File: src/rtl/interp_linear_mc.sv
`default_nettype none
// ============================================================================
// Module   : interp_linear_mc
// Purpose  : Multi-lane 2^RATE_LOG2 upsampler with zero-order-hold or linear
//            interpolation, fed from a read-latency-1 FIFO, with underrun flag.
// Revision : 1.0 - initial release
// ============================================================================
module interp_linear_mc #(
    parameter int DATA_WIDTH = 14,
    parameter int RATE_LOG2  = 3,
    parameter int CHANNELS   = 1
) (
    input  logic                           clk,
    input  logic                           rst,
    input  logic                           ena,
    input  logic                           src_empty,
    output logic                           rd_en,
    input  logic [CHANNELS*DATA_WIDTH-1:0] dataIn,
    input  logic                           mode,
    output logic [CHANNELS*DATA_WIDTH-1:0] inter_data,
    output logic                           out_valid,
    output logic                           underrun
);

    localparam int                   c_prod_w     = DATA_WIDTH + RATE_LOG2 + 1;
    localparam logic [RATE_LOG2-1:0] c_phase_last = '1;
    localparam logic [RATE_LOG2-1:0] c_phase_one  = RATE_LOG2'(1);

    typedef enum logic [1:0] {
        S_IDLE = 2'd0,
        S_FILL = 2'd1,
        S_RUN  = 2'd2
    } state_t;

    state_t                         r_state;
    state_t                         w_state_nxt;
    logic                           w_rd_en;
    logic [RATE_LOG2-1:0]           r_phase;
    logic [1:0]                     r_fill_cnt;
    logic                           r_rd_vld;
    logic                           r_skip;
    logic                           r_mode_q;
    logic                           r_out_valid;
    logic                           r_underrun;
    logic [CHANNELS*DATA_WIDTH-1:0] r_prev;
    logic [CHANNELS*DATA_WIDTH-1:0] r_cur;
    logic [CHANNELS*DATA_WIDTH-1:0] r_inter_data;
    logic [CHANNELS*DATA_WIDTH-1:0] w_y;
    logic                           w_phase0;
    logic                           w_phase_last;
    logic                           w_fill_done;

    assign w_phase0     = (r_phase == '0);
    assign w_phase_last = (r_phase == c_phase_last);
    // The first capture always happens while the issue count is still 1,
    // so a capture seen with the count at 2 is the second one.
    assign w_fill_done  = r_rd_vld && (r_fill_cnt == 2'd2);

    assign rd_en      = w_rd_en;
    assign inter_data = r_inter_data;
    assign out_valid  = r_out_valid;
    assign underrun   = r_underrun;

    always_ff @(posedge clk or posedge rst) begin
        if (rst) begin
            r_state <= S_IDLE;
        end else begin
            r_state <= w_state_nxt;
        end
    end

    always_comb begin
        w_state_nxt = r_state;
        w_rd_en     = 1'b0;
        case (r_state)
            S_IDLE: begin
                if (ena) begin
                    w_state_nxt = S_FILL;
                end
            end
            S_FILL: begin
                w_rd_en = !src_empty && (r_fill_cnt != 2'd2);
                if (w_fill_done) begin
                    w_state_nxt = S_RUN;
                end
            end
            S_RUN: begin
                w_rd_en = w_phase_last && !src_empty;
            end
            default: begin
                w_state_nxt = S_IDLE;
            end
        endcase
    end

    always_ff @(posedge clk or posedge rst) begin
        if (rst) begin
            r_phase      <= '0;
            r_fill_cnt   <= '0;
            r_rd_vld     <= 1'b0;
            r_skip       <= 1'b0;
            r_mode_q     <= 1'b0;
            r_out_valid  <= 1'b0;
            r_underrun   <= 1'b0;
            r_prev       <= '0;
            r_cur        <= '0;
            r_inter_data <= '0;
        end else begin
            r_rd_vld <= w_rd_en;
            case (r_state)
                S_IDLE: begin
                    r_fill_cnt <= '0;
                    r_phase    <= '0;
                end
                S_FILL: begin
                    r_phase <= '0;
                    if (w_rd_en) begin
                        r_fill_cnt <= r_fill_cnt + 2'd1;
                    end
                    if (r_rd_vld) begin
                        r_prev <= r_cur;
                        r_cur  <= dataIn;
                    end
                end
                S_RUN: begin
                    r_phase <= r_phase + c_phase_one;
                    r_skip  <= w_phase_last && src_empty;
                    if (w_phase_last) begin
                        r_prev <= r_cur;
                    end
                    // A skipped read leaves cur untouched, giving a flat segment.
                    if (w_phase0) begin
                        r_mode_q <= mode;
                        if (r_rd_vld) begin
                            r_cur <= dataIn;
                        end
                        if (r_skip) begin
                            r_underrun <= 1'b1;
                        end
                    end
                    r_inter_data <= w_y;
                    r_out_valid  <= 1'b1;
                end
                default: begin
                    r_phase <= '0;
                end
            endcase
        end
    end

    for (genvar k = 0; k < CHANNELS; k++) begin : g_lane
        logic signed [DATA_WIDTH-1:0] w_prev_l;
        logic signed [DATA_WIDTH-1:0] w_cur_l;
        logic signed [DATA_WIDTH:0]   w_d;
        logic        [c_prod_w-1:0]   w_t;
        logic        [DATA_WIDTH:0]   w_sum;
        logic                         w_unused;

        assign w_prev_l = r_prev[k*DATA_WIDTH +: DATA_WIDTH];
        assign w_cur_l  = r_cur[k*DATA_WIDTH +: DATA_WIDTH];
        assign w_d      = {w_cur_l[DATA_WIDTH-1], w_cur_l} - {w_prev_l[DATA_WIDTH-1], w_prev_l};
        // Phase is non-negative, so a modular product of the sign-extended
        // delta yields the correct two's-complement result.
        assign w_t      = {{RATE_LOG2{w_d[DATA_WIDTH]}}, w_d} * {{(DATA_WIDTH+1){1'b0}}, r_phase};
        assign w_sum    = {w_prev_l[DATA_WIDTH-1], w_prev_l} + w_t[c_prod_w-1:RATE_LOG2];
        assign w_y[k*DATA_WIDTH +: DATA_WIDTH] = r_mode_q ? w_sum[DATA_WIDTH-1:0] : w_prev_l;
        // Result always lies between prev and cur, so the carry bit is redundant.
        assign w_unused = ^{w_sum[DATA_WIDTH], w_t[RATE_LOG2-1:0]};
    end

endmodule
`default_nettype wire

File: config.mk
export PLATFORM = sky130hd
export DESIGN_NAME = interp_linear_mc
export DESIGN_NICKNAME = d
export VERILOG_FILES = /design/src/rtl/interp_linear_mc.sv
export SDC_FILE = /design/constraint.sdc
export NUM_CORES = 1
export LEC_CHECK = 0
export CELL_PAD_IN_SITES_DETAIL_PLACEMENT = 1
export CELL_PAD_IN_SITES_GLOBAL_PLACEMENT = 1
export CORE_AREA = 5 5 115 171
export CTS_BUF_LIST = sky130_fd_sc_hd__clkbuf_4 sky130_fd_sc_hd__clkbuf_8 sky130_fd_sc_hd__clkbuf_16
export DETAILED_ROUTE_END_ITERATION = 6
export DIE_AREA = 0 0 120 176
export GPL_TIMING_DRIVEN = 0
export PLACE_DENSITY = 0.59
export SETUP_SLACK_MARGIN = 0.1
export SLEW_MARGIN = 20
export SYNTH_ARGS = -nofsm -noshare
export SYNTH_HDL_FRONTEND = slang
export SYNTH_SLANG_ARGS = --single-unit
File: constraint.sdc
create_clock -name clk -period 5.5 [get_ports clk]
set_input_delay 0.825 -clock clk [delete_from_list [all_inputs] [get_ports clk]]
set_output_delay 0.825 -clock clk [all_outputs]
set_load 0.05 [all_outputs]
* Word-level counts from Yosys, hierarchy flattened
Cells that the tools add are included.
Word-level totals: register bits after elaboration 54, latch bits 0, memory bits (writable) 0, bits in read-only memories 0, output and inout bits 17, logic and storage cells 57, memories 0
Operators by class: $add $sub $neg 4, $mul 1, div/mod/pow operators 0, order comparisons 0, equality and inequality tests 11, shift-type cells 0, muxes and demuxes 14, bitwise gates (word level) 1, reductions and logical operators 15
Operators by type and width (count):
- $mux 14 | 5
- $pmux 14 s2 | 2
- $mul 18x3->17 | 1
- $sub 14x14->15 | 1
- $add 14x14->14 | 1
- $ne 2x2->1 const B | 7
- $reduce_and 3->1 | 3
- $mux 2 | 3
- $pmux 2 s3 | 1
- $reduce_and 2->1 | 3
- $eq 2x2->1 const B | 2
- $logic_and 1x1->1 | 4
- $pmux 2 s2 | 1
- $reduce_bool 2->1 | 2
- $add 3x1->3 const B | 1
- $eq 3x3->1 const B | 1
- $logic_not 3->1 | 1
- $mux 3 | 1
- $add 2x1->2 const B | 1
- $eq 2x1->1 const B | 1
- $logic_not 2->1 | 1
- $pmux 1 s2 | 1
- $logic_not 1->1 | 1
- $not 1->1 | 1

* Logic depth before layout (Yosys ltp)
depth in word-level cells 5, mapped depth 30, mapped depth without buffers 30

* Worst setup path before layout
Ideal clock, no wire load.
path kind flip-flop to flip-flop, start point register r_prev[1], in the netlist g_lane[0].w_prev_l[1], end point register r_inter_data[13], in the netlist inter_data[13], setup time 0.090 ns, data arrival time 5.311 ns, data required time 5.410 ns, slack 0.098 ns, cell stages (with the launch flop) 27, period minus slack after synthesis 5.402 ns, cell sequence dfrtp_1 > inv_1 > ha_1 > nor2b_1 > o21ai_1 > a21boi_1 > o21ai_1 > a21boi_1 > o21a_1 > nor2_1 > o21a_1 > mux2_1 > fa_1 > inv_1 > ha_1 > a21o_1 > a21oi_1 > nor2b_1 > a31oi_1 > and4b_1 > a311o_1 > ha_1 > a21o_1 > a31oi_4 > xnor2_1 > or3_1 > o2111ai_1
On the way: longest elaborated chain between the ends 4
RTL lines:
- start: declaration | line 45 | logic [CHANNELS*DATA_WIDTH-1:0] r_prev;
- start signal: assignment | line 121 | r_prev <= r_cur;
- start signal: assignment | line 129 | r_prev <= r_cur;
- $sub 14x14->15 | line 161 | assign w_d = {w_cur_l[DATA_WIDTH-1], w_cur_l} - {w_prev_l[DATA_WIDTH-1], w_prev_l};
- $mul 18x3->17 | line 164 | assign w_t = {{RATE_LOG2{w_d[DATA_WIDTH]}}, w_d} * {{(DATA_WIDTH+1){1'b0}}, r_phase};
- $add 14x14->14 (*) | line 165 | assign w_sum = {w_prev_l[DATA_WIDTH-1], w_prev_l} + w_t[c_prod_w-1:RATE_LOG2];
- $mux 14 (*) | line 166 | assign w_y[k*DATA_WIDTH +: DATA_WIDTH] = r_mode_q ? w_sum[DATA_WIDTH-1:0] : w_prev_l;
- end signal: assignment | line 141 | r_inter_data <= w_y;
- end: declaration | line 47 | logic [CHANNELS*DATA_WIDTH-1:0] r_inter_data;
Mark *: on every way between the ends. The rest lies on a longest branch, timed or not. A chain may end at the register's enable or synchronous reset.

* Worst setup path after layout
start point register r_prev[2], in the netlist g_lane[0].w_prev_l[2], end point register r_inter_data[13], in the netlist inter_data[13]
The elaborated chain is that of the path after synthesis.

==> impl_summary.md <==
Yosys
The synthesized netlist occupies a cell area of 4720 um^2. Of all flip-flops after synthesis, the portion carrying an async set or reset was 1.00. By count the netlist is led by nand2_1, inv_1, dfrtp_1. During synthesis, Yosys emitted a total of 0 warnings. For this run, the register share of the synthesized area comes to 0.286. The post-synthesis net count is slightly above 600. Yosys mapped a number of flops with a built-in enable equal to 0. The biggest area contributor in the post-synthesis netlist is dfrtp_1. Synthesis produced between 500 and 600 cells. A synthesized cell averages between 8 and 9 um^2. After synthesis, the cell types taking the most area are dfrtp_1, ha_1, fa_1, nand2_1, xnor2_1. The synthesized design contains 54 register bits. Of the post-synthesis cell area, the dominant cell type holds 0.286. The most used flip-flop cell after synthesis is dfrtp_1. The number of different library cells used by synthesis comes to 56. Among all cell types in the netlist, the one instantiated most often is nand2_1.

Power and ir drop
The power share of the clock group is 0.094. The total power divided by cell area is 567 nW/um^2. The total power of the final layout is between 0.003 and 0.004 W. For this design the static power due to leakage is about 2.8 nW. The switching share of power is 0.474. The cell-internal power is between 0.0015 and 0.002 W.

The share of total power dissipated in combinational logic is 0.701. The peak supply drop is 159 uV. Of the total power, registers draw 0.204.

The switching component of the power is between 0.0015 and 0.002 W.

Timing
After layout, the worst setup slack is between 0.01 and 0.015 ns. For the pin with the worst max-slew slack, the measured transition is approximately 0.77 ns. Setup repair after global routing could not meet its margin everywhere. The total of endpoints with negative setup slack in the final report is 0. Of the available clock period, the critical path in the final layout requires 0.998. The max-slew violation count is 0.

Headroom to the max-slew limit came out at 0.489. The count of endpoints failing hold in the final timing report came to 0. For the final database, setup skew stands at 0.00605 ns. For this run, the top clock speed supported by timing is around 180 MHz. For the finished layout, the period the worst path requires is 5.49 ns.

Die
The die extent in y is roughly 180 um. The floorplan has 60 rows. The initial utilization of the core area, before any placement, comes to 0.263. The boundary pin count is 36. The overall die area is between 20000 and 25000 um^2.

The floorplan step defined a core boundary enclosing around 18000 um^2. The x dimension of the die is 120 um.

Place
Prior to clock tree synthesis, the placed netlist has a worst setup slack of -0.442 ns. The global placement routability congestion is just over 0.8. Port buffering added 35 buffers. In this run the cell area measured after placement is 5360 um^2. Detailed placement ended at an HPWL of 10800 um.

Finish
For this run, the post-layout net count is 700. Counting the fill cells in the layout gives 2066. Summing all non-filler instances in the final layout gives an area of between 6000 and 7000 um^2. Of the cells placed in the final design, the portion with a size suffix greater than 1 is 0.237.

In the final layout, the multi-input gates occupy between 3000 and 4000 um^2. From synthesis to final layout, the design area changed by 31.3%. The repair_antennas step left the layout with diodes totalling 0. The core occupancy in the finished layout is 0.346. Summing all flip-flop and latch instances after layout gives 1350 um^2.

Global routing
The maximum number of pins on one net before global-route repair is 55. The first global-routing pass estimated 22300 um of wire. The total overflow left after global routing is 0.

The all-layer global routing usage is 0.132. The number of antenna violations at the first check in global routing was 0. The number of global-route vias before repair was approximately 4500.

Clock network
Clock tree synthesis found a total of between 50 and 60 sinks. TritonCTS created 5 clock buffers. No sink is reached through more buffers than the 2 on the longest clock path. The clock slew seen by the registers of the worst setup and hold paths is about 0.08 ns. The H-tree was split into 2 levels.

The clock tree from TritonCTS is yes. The root buffer cell is clkbuf_16. The count of hold buffers inserted by post-cts repair is 0. The clock insertion delay at the later pin of the skew report is 0.30 ns.

Worst setup path
The startpoint of the worst setup timing path is g_lane[0].w_prev_l[2]$_DFFE_PP0P_. Counting stages on the worst path, the most repeated cell is ha_4. On the worst path, the slowest cell contributes a delay of between 0.5 and 0.6 ns.

STA puts the critical path data arrival time at ~5.7 ns. The setup slack of the worst register-to-register path is roughly 0.011 ns. STA puts the critical path data required time at 5.71 ns. In this run the worst path has a maximum fanout of 3. The number of cells on the worst reg-to-reg path is 26. The capturing point of the worst reg2reg path is inter_data[13]$_DFFE_PP0P_. The cell with the biggest individual delay on the critical path is fa_1. The worst setup path is launched from a register. The termination of the worst setup path is inter_data[13]$_DFFE_PP0P_. The capturing element type of the critical path is a register.

The setup path with the least slack is of type reg -> reg. The worst reg2reg path startpoint is g_lane[0].w_prev_l[2]$_DFFE_PP0P_.

Routing
The detailed router put a total of roughly 5500 um of wire on met1. The number of detailed-routing iterations run before antenna repair is 4. The remaining number of nets flagged by the antenna check after routing is 0. The routed wirelength normalized by instance count is roughly 17 um. After detailed routing, the number of vias per cell comes to ~4.8.

The number of vias in the routed layout is about 4000. In the routed design, unresolved DRC markers number 0. The number of DRC violations after detailed-routing iteration 0 is about 130. Wire segments on met2 add up to about 7700 um in the final route. The total met3 wirelength after detailed routing is ~190 um. The routed design has between 10000 and 15000 um of wire. The top layer used by detailed routing is met4.

Job
The number of maximum-capacitance violations is 0.

Run status
The run finished with clean final reports.

Hold path
In this run the worst hold path is classified as reg -> reg.
-- metal layers --
metal	up-vias	global-route usage
li1	1968	-
met1	2016	0.141
met2	42	0.263
met3	17	0.0106
met4	0	0.0487
met5	-	0
-- flip-flops by register name, summed over array words and instances, names as in the netlist --
| signal | flops |
|---|---|
| r_skip | 1 |
| r_rd_vld | 1 |
| r_state | 2 |
| inter_data | 14 |
| r_mode_q | 1 |
| g_lane.w_prev_l | 14 |
| r_fill_cnt | 2 |
| r_phase | 3 |
| out_valid | 1 |
| g_lane.w_cur_l | 14 |
| underrun | 1 |
-- cells by family (layout without fill, tap and decap cells) --
kind of cell	Yosys count	after routing	synth area share
adders and majority gates	65	65	0.199
and+or+nand+nor	145	145	0.140
DFF	54	54	0.286
muxes	30	30	0.0697
xor gates and xnor gates	31	31	0.0575
buffers and inverters	75	157	0.0599
AOI/OAI and AO/OA	135	135	0.188
-- power by group through the flow --
stage | clock, W | combinational, W | sequential (W)
2_1_floorplan | 0 | 0.00124 | 0.000865
3_3_place_gp | 0 | 0.00185 | 0.000729
3_5_place_dp | 0 | 0.00192 | 0.000739
4_1_cts | 0.000349 | 0.00218 | 0.000722
5_1_grt | 0.000359 | 0.00269 | 0.000745
6_report | 0.000331 | 0.00247 | 0.000719
-- repair_timing --
item,CTS,global route
setup endpoints to repair,4,5
gates cloned,0,0
pin swaps,30,61
setup buffers,19,20
resized for setup,40,44
-- worst max-delay path, delay by kind of cell, from the launching register on --
kind                     cells  cell delay, ns
XOR/XNOR                     2            0.27
AND/OR/NAND/NOR              4            0.79
AO/OA/AOI/OAI               11            2.16
buffers and inverters        5            0.62
adder cells (fa/ha/maj)      4            1.18
flip-flops                   1            0.38
-- cells in the final DEF, fill, tap and decap left out, drive strengths merged, types with 27 or more instances in the layout --
cell           count
nand2             69
inv               60
dfrtp             54
ha                48
buf               42
a21oi             41
o21ai             41
nor2              36
clkdlybuf4s50     35
xnor2             27
-- cell type report --
type,count,area share
plain buffers,16,0.00988
clock buffers,5,0.0202
clock inverters,3,0.00383
inverters,59,0.0361
flip-flops and latches,54,0.218
well taps,217,0.0438
repair buffers,74,0.105
multi-input cells,406,0.563
-- worst min-delay path by stage --
stage	start	cells after the start	endpoint	slack (ns)
2_1_floorplan	r_skip$_DFFE_PP0P_	1	underrun$_DFFE_PP0P_	0.45
3_3_place_gp	underrun$_DFFE_PP0P_	1	underrun$_DFFE_PP0P_	0.44
3_5_place_dp	underrun$_DFFE_PP0P_	1	underrun$_DFFE_PP0P_	0.45
4_1_cts	underrun$_DFFE_PP0P_	1	underrun$_DFFE_PP0P_	0.46
5_1_grt	underrun$_DFFE_PP0P_	1	underrun$_DFFE_PP0P_	0.50
6_report	underrun$_DFFE_PP0P_	1	underrun$_DFFE_PP0P_	0.46
-- through the flow --
| stage | TNS, ns | cells | hold slack, ns |
|---|---|---|---|
| 2_1_floorplan | 0 | 535 | 0.450 |
| 3_3_place_gp | -0.581 | 787 | 0.441 |
| 3_5_place_dp | -0.821 | 787 | 0.448 |
| 4_1_cts | -0.0317 | 814 | 0.463 |
| 5_1_grt | -0.362 | 834 | 0.496 |
| 6_report | 0 | 834 | 0.457 |
No activity file was read; power rests on OpenSTA's default activity.
